===== config.mk =====
export PLATFORM = sky130hd
export DESIGN_NAME = multicycle_control_fsm
export DESIGN_NICKNAME = d
export VERILOG_FILES = /design/src/rtl/multicycle_control_fsm.sv
export SDC_FILE = /design/constraint.sdc
export NUM_CORES = 1
export LEC_CHECK = 0
export ABC_AREA = 0
export BUFFER_PORTS_ARGS = -buffer_cell sky130_fd_sc_hd__buf_2
export CORE_MARGIN = 8
export CORE_UTILIZATION = 55
export DETAILED_ROUTE_END_ITERATION = 12
export GPL_ROUTABILITY_DRIVEN = 1
export MAX_ROUTING_LAYER = met4
export PLACE_DENSITY = 0.83
export SLEW_MARGIN = 20
export SYNTH_ARGS = -nofsm -noshare
export SYNTH_HDL_FRONTEND = slang
export SYNTH_SLANG_ARGS = --single-unit
export TNS_END_PERCENT = 20

===== constraint.sdc =====
create_clock -name i_clk -period 3.3 [get_ports i_clk]
set_input_delay 0.165 -clock i_clk [delete_from_list [all_inputs] [get_ports i_clk]]
set_output_delay 0.165 -clock i_clk [all_outputs]
set_load 0.03 [all_outputs]

===== src/rtl/multicycle_control_fsm.sv =====
// Multi-cycle CPU datapath controller.
// Sequences fetch / decode / execute / memory / write-back per instruction,
// drives every datapath strobe and mux select, waits on the memory ready
// handshake and counts retired instructions.
// Ports:
//   i_clk, i_rst       clock, synchronous active-high reset
//   i_opcode           IR[31:26], valid from DECODE onward
//   i_mem_ready        memory finished the current read/write this cycle
//   o_pc_*             PC load strobes and PC source select
//   o_iord .. o_alu_op datapath strobes and mux selects
//   o_instr_done       one-cycle retire pulse
//   o_illegal_op       sticky undefined-opcode flag
//   o_instr_count      retired-instruction counter (wraps)
//   o_state            current state code for debug
module multicycle_control_fsm #(
    parameter int unsigned COUNT_W = 32
) (
    input  logic               i_clk,
    input  logic               i_rst,
    input  logic [5:0]         i_opcode,
    input  logic               i_mem_ready,
    output logic               o_pc_write,
    output logic               o_pc_write_eq,
    output logic               o_pc_write_ne,
    output logic [1:0]         o_pc_source,
    output logic               o_iord,
    output logic               o_mem_read,
    output logic               o_mem_write,
    output logic               o_ir_write,
    output logic               o_reg_write,
    output logic               o_reg_dst,
    output logic               o_mem_to_reg,
    output logic               o_alu_src_a,
    output logic [1:0]         o_alu_src_b,
    output logic [2:0]         o_alu_op,
    output logic               o_instr_done,
    output logic               o_illegal_op,
    output logic [COUNT_W-1:0] o_instr_count,
    output logic [3:0]         o_state
);

    typedef enum logic [3:0] {
        S_FETCH    = 4'd0,
        S_DECODE   = 4'd1,
        S_MEM_ADDR = 4'd2,
        S_MEM_RD   = 4'd3,
        S_MEM_WB   = 4'd4,
        S_MEM_WR   = 4'd5,
        S_EXEC_R   = 4'd6,
        S_R_WB     = 4'd7,
        S_EXEC_I   = 4'd8,
        S_I_WB     = 4'd9,
        S_BRANCH   = 4'd10,
        S_JUMP     = 4'd11
    } state_t;

    localparam logic [2:0] ALU_R    = 3'b000;
    localparam logic [2:0] ALU_ADD  = 3'b001;
    localparam logic [2:0] ALU_ORI  = 3'b010;
    localparam logic [2:0] ALU_ANDI = 3'b011;
    localparam logic [2:0] ALU_SW   = 3'b100;
    localparam logic [2:0] ALU_LW   = 3'b101;
    localparam logic [2:0] ALU_BEQ  = 3'b110;
    localparam logic [2:0] ALU_BNE  = 3'b111;

    state_t             r_state;
    state_t             w_next;
    logic [2:0]         r_alu_op;     // operation class latched in DECODE
    logic               r_illegal;
    logic [COUNT_W-1:0] r_count;
    logic [2:0]         w_dec_alu_op;
    logic               w_illegal;
    logic               w_done;

    // Opcode decode: ALU class for the instruction and legality
    always_comb begin
        w_dec_alu_op = ALU_R;
        w_illegal    = 1'b0;
        if (i_opcode[5]) begin
            case (i_opcode)
                6'b100000: w_dec_alu_op = ALU_ADD;
                6'b100001: w_dec_alu_op = ALU_LW;
                6'b100010: w_dec_alu_op = ALU_SW;
                6'b100011: w_dec_alu_op = ALU_ANDI;
                6'b100100: w_dec_alu_op = ALU_ORI;
                6'b100101: w_dec_alu_op = ALU_BEQ;
                6'b100110: w_dec_alu_op = ALU_BNE;
                6'b111111: w_dec_alu_op = ALU_ADD;
                default:   w_illegal    = 1'b1;
            endcase
        end
    end

    // Next-state and retire pulse
    always_comb begin
        w_next = S_FETCH;
        w_done = 1'b0;
        case (r_state)
            S_FETCH:    w_next = i_mem_ready ? S_DECODE : S_FETCH;
            S_DECODE: begin
                if (w_illegal) begin
                    w_next = S_FETCH;
                    w_done = 1'b1;
                end else if (!i_opcode[5]) begin
                    w_next = S_EXEC_R;
                end else if (i_opcode == 6'b111111) begin
                    w_next = S_JUMP;
                end else begin
                    case (w_dec_alu_op)
                        ALU_LW, ALU_SW:   w_next = S_MEM_ADDR;
                        ALU_BEQ, ALU_BNE: w_next = S_BRANCH;
                        default:          w_next = S_EXEC_I;
                    endcase
                end
            end
            S_MEM_ADDR: w_next = (r_alu_op == ALU_LW) ? S_MEM_RD : S_MEM_WR;
            S_MEM_RD:   w_next = i_mem_ready ? S_MEM_WB : S_MEM_RD;
            S_MEM_WB:   w_done = 1'b1;
            S_MEM_WR: begin
                w_next = i_mem_ready ? S_FETCH : S_MEM_WR;
                w_done = i_mem_ready;
            end
            S_EXEC_R:   w_next = S_R_WB;
            S_R_WB:     w_done = 1'b1;
            S_EXEC_I:   w_next = S_I_WB;
            S_I_WB:     w_done = 1'b1;
            S_BRANCH:   w_done = 1'b1;
            S_JUMP:     w_done = 1'b1;
            default:    w_next = S_FETCH;
        endcase
    end

    // State, latched op class, sticky illegal flag and retire counter
    always_ff @(posedge i_clk) begin
        if (i_rst) begin
            r_state   <= S_FETCH;
            r_alu_op  <= ALU_R;
            r_illegal <= 1'b0;
            r_count   <= '0;
        end else begin
            r_state <= w_next;
            if (r_state == S_DECODE) begin
                r_alu_op <= w_dec_alu_op;
                if (w_illegal) r_illegal <= 1'b1;
            end
            if (w_done) r_count <= r_count + COUNT_W'(1);
        end
    end

    // Moore output decode; FETCH and MEM_WR also follow the ready handshake
    always_comb begin
        o_pc_write    = 1'b0;
        o_pc_write_eq = 1'b0;
        o_pc_write_ne = 1'b0;
        o_pc_source   = 2'b00;
        o_iord        = 1'b0;
        o_mem_read    = 1'b0;
        o_mem_write   = 1'b0;
        o_ir_write    = 1'b0;
        o_reg_write   = 1'b0;
        o_reg_dst     = 1'b0;
        o_mem_to_reg  = 1'b0;
        o_alu_src_a   = 1'b0;
        o_alu_src_b   = 2'b00;
        o_alu_op      = 3'b000;
        o_instr_done  = w_done;
        case (r_state)
            S_FETCH: begin
                o_mem_read  = 1'b1;
                o_alu_src_b = 2'b01;
                o_alu_op    = ALU_ADD;
                o_ir_write  = i_mem_ready;
                o_pc_write  = i_mem_ready;
            end
            S_DECODE: begin
                o_alu_src_b = 2'b11;
                o_alu_op    = ALU_ADD;
            end
            S_MEM_ADDR, S_EXEC_I: begin
                o_alu_src_a = 1'b1;
                o_alu_src_b = 2'b10;
                o_alu_op    = r_alu_op;
            end
            S_MEM_RD: begin
                o_mem_read = 1'b1;
                o_iord     = 1'b1;
            end
            S_MEM_WB: begin
                o_reg_write  = 1'b1;
                o_mem_to_reg = 1'b1;
            end
            S_MEM_WR: begin
                o_mem_write = 1'b1;
                o_iord      = 1'b1;
            end
            S_EXEC_R:   o_alu_src_a = 1'b1;
            S_R_WB: begin
                o_reg_write = 1'b1;
                o_reg_dst   = 1'b1;
            end
            S_I_WB:     o_reg_write = 1'b1;
            S_BRANCH: begin
                o_alu_src_a   = 1'b1;
                o_alu_op      = r_alu_op;
                o_pc_source   = 2'b01;
                o_pc_write_eq = (r_alu_op == ALU_BEQ);
                o_pc_write_ne = (r_alu_op == ALU_BNE);
            end
            S_JUMP: begin
                o_pc_write  = 1'b1;
                o_pc_source = 2'b10;
            end
            default: ;
        endcase
        // Reset silences every strobe and select irrespective of state
        if (i_rst) begin
            o_pc_write    = 1'b0;
            o_pc_write_eq = 1'b0;
            o_pc_write_ne = 1'b0;
            o_pc_source   = 2'b00;
            o_iord        = 1'b0;
            o_mem_read    = 1'b0;
            o_mem_write   = 1'b0;
            o_ir_write    = 1'b0;
            o_reg_write   = 1'b0;
            o_reg_dst     = 1'b0;
            o_mem_to_reg  = 1'b0;
            o_alu_src_a   = 1'b0;
            o_alu_src_b   = 2'b00;
            o_alu_op      = 3'b000;
            o_instr_done  = 1'b0;
        end
    end

    assign o_illegal_op  = r_illegal;
    assign o_instr_count = r_count;
    assign o_state       = r_state;

endmodule

==> impl_metrics.tcl <==
set metrics [dict create \
    outcome "finished clean" \
    io_buffers 64 \
    cts_resized 0 \
    ys_warn_count 0 \
    finalWorstSetupSlack_ns 0.612 \
    synth_ff_type "dfxtp_1" \
    grt_use_total_pct 18.9 \
    root_buffer "clkbuf_8" \
    hold_viol 0 \
    layout.nets 380 \
    clockBufferDepth 2 \
    vias 2559 \
    drc 0 \
    fin_hold_ws_ns 0.211 \
    maxCapViolations 0 \
    areaGrowthSynthToFinish_pct 16.8 \
    switching_share_pct 30.2 \
    clock_latency_ns 0.30 \
    num_io_pins 65 \
    ys_types 43 \
    pwr-share-clk_pct 32.0 \
    ys_async_sr_fraction_pct 0 \
    final-setup-viol-count 0 \
    finalCritPeriodShare_pct 81.5 \
    ys_seq_area_share_pct 34.0 \
    register_area_um2 801 \
    dpl_worst_slack_ns 0.632 \
    vias_per_cell 6.06 \
    cp-start-kind "flip-flop" \
    power_frac_seq_pct 50.6 \
    tns_ns 0 \
    wl_mm 6.34 \
    synth_fp_nets 327 \
    comb_power_share_pct 17.4 \
    drt_iter0_drc 184 \
    num_antenna_cells 0 \
    synth_area_leaders "dfxtp_1, a21oi_1, nor2_1, o31ai_1, or4_1" \
    synth-edff-count 0 \
    slew_headroom_pct 38.9 \
    fmax_mhz 372 \
    max_stage_delay_ns 0.77 \
    synth_cells 317 \
    worstMarginPinSlew_ns 0.915 \
    multi_input_area_um2 1420 \
    power.total_mw 0.985 \
    slew_viol_final 0 \
    dieArea_um2 6640 \
    rsz0062_at_grt "no" \
    hold_path_class "in2reg" \
    hpwl_mm 4.45 \
    slowest_stage "dfxtp_1" \
    syn_area_um2 2360 \
    power_switching_mw 0.297 \
    drive_gt1_share_pct 21.9 \
    critPathKind "reg2reg" \
    cts_tree "done" \
    peakVddDrop_mv 0.258 \
    overflow 0 \
    synth_top_cell_area_share_pct 34.0 \
    core_um2 4230 \
    power_leakage_nw 1.07 \
    stdcell_count 422 \
    wl_per_cell_um 15.0 \
    ant_nets 0 \
    post-route-min-period_ns 2.69 \
    synth_common_cells "dfxtp_1, a21oi_1, nor2_1" \
    fin_skew_ns 0.0117 \
    die_h_um 81.5 \
    required_ns 3.52 \
    start_util_pct 55.7 \
    fp.dieW_um 81.5 \
    crit_fanout 29 \
    synth_area_leader_cell "dfxtp_1" \
    grt_max_degree 47 \
    avgSynthCellArea_um2 7.44 \
    path_buf_inv 0 \
    fill_cells 386 \
    p_int_mw 0.688 \
    p_per_area_nw_per_um2 358 \
    cts_max_level 2 \
    drtPass1Iterations 4 \
    cts_buffers 5 \
    yosysMostFrequentCell "dfxtp_1" \
    path_clk_slew_ns 0.08 \
    antenna_found_initial 0 \
    clock_sinks 40 \
    ys_ff_latch 40 \
    dp_cells 415 \
    gp_congestion 0.891 \
    grt_pass1_vias 2207 \
    cp-end-kind "flip-flop" \
    post_cts_buffers 0 \
    cpLargestDelayFamily "simple AND/OR/NAND/NOR gates" \
    crit_path_cell_trace "nor2_1 -> or3_1 -> o32a_1 -> or4_1 -> a21oi_1" \
    crit_arrival_ns 2.91 \
    hold_buffers 0 \
    grt_pass1_wl_mm 9.92 \
    placementRows 24 \
]
## sequential cells by signal, summed over array words and instances, names as in the netlist
register / count
r_alu_op: 3
o_illegal_op: 1
o_state: 4
o_instr_count: 32
## cell usage in the layout (no fill, tap or decap), types with 5 or more instances in the layout
master / netlist / layout
buf_2: 5 / 64
dfxtp_1: 40 / 40
a21oi_1: 35 / 35
nor2_1: 33 / 33
nand2_1: 26 / 26
o21ai_0: 18 / 18
o31ai_1: 16 / 16
or4_1: 16 / 16
nand3_1: 14 / 14
or3_1: 13 / 13
inv_1: 12 / 12
nor3_1: 10 / 10
and3_1: 8 / 8
nand4_1: 5 / 5
clkbuf_8: 0 / 5
## power groups by stage
stage | registers (mW) | clock network (mW) | logic, mW
after detailed placement | 0.509 | 0 | 0.169
final | 0.498 | 0.315 | 0.172
after CTS | 0.498 | 0.323 | 0.171
after global placement | 0.509 | 0 | 0.167
after global routing | 0.499 | 0.338 | 0.186
after floorplan | 0.520 | 0 | 0.114
## cell families (layout without fill, tap and decap cells)
| group | after synthesis | after routing | synth area share, % |
|---|---|---|---|
| AOI/OAI and AO/OA | 87 | 87 | 22.5 |
| buffers and inverters | 33 | 86 | 5.89 |
| muxes | 4 | 4 | 1.75 |
| adders and majority gates | 1 | 1 | 0.530 |
| and+or+nand+nor | 146 | 146 | 33.1 |
| xor gates and xnor gates | 6 | 6 | 2.23 |
| DFF | 40 | 40 | 34.0 |
## worst paths after layout
check	start	end	slack, ns	cells past startpoint
setup / recovery	o_state[3]$_SDFF_PP0_	o_instr_count[31]$_SDFFE_PP0P_	0.61	5
hold reg to reg	o_illegal_op$_SDFFE_PP0P_	o_illegal_op$_SDFFE_PP0P_	0.49	2
setup reg to reg	o_state[3]$_SDFF_PP0_	o_instr_count[31]$_SDFFE_PP0P_	0.61	5
hold / removal	i_opcode[5]	r_alu_op[1]$_SDFFE_PP0P_	0.21	3
## tightest hold or removal path, cell delays in order
cell,delay [ns]
buf_2,0.14
nand4_1,0.08
a21oi_1,0.07
## metrics by stage
stage | area (um2) | util (%)
after floorplan | 2360 | -
after global placement | 2670 | 63.1
after detailed placement | 2670 | 63.1
after CTS | 2750 | 65.0
after global routing | 2750 | 65.0
final | 2750 | 65.0
## per-layer routing
layer | vias to the layer above | global-route usage (%) | routed length (um)
met3 | 10 | 3.39 | 391
met4 | 0 | 6.43 | 89
met2 | 85 | 31.3 | 3090
met5 | - | - | 0
met1 | 1195 | 22.7 | 2770
li1 | 1269 | - | -
## final cells by class
cell class / instances / area share [%]
multi-input combinational: 244 / 51.5
sequential: 40 / 29.1
timing repair buffer: 67 / 12.4
clock buffer: 5 / 2.50
tap: 52 / 2.36
inverter: 12 / 1.64
clock inverter: 2 / 0.454
No activity file was read; power rests on OpenSTA's default activity.
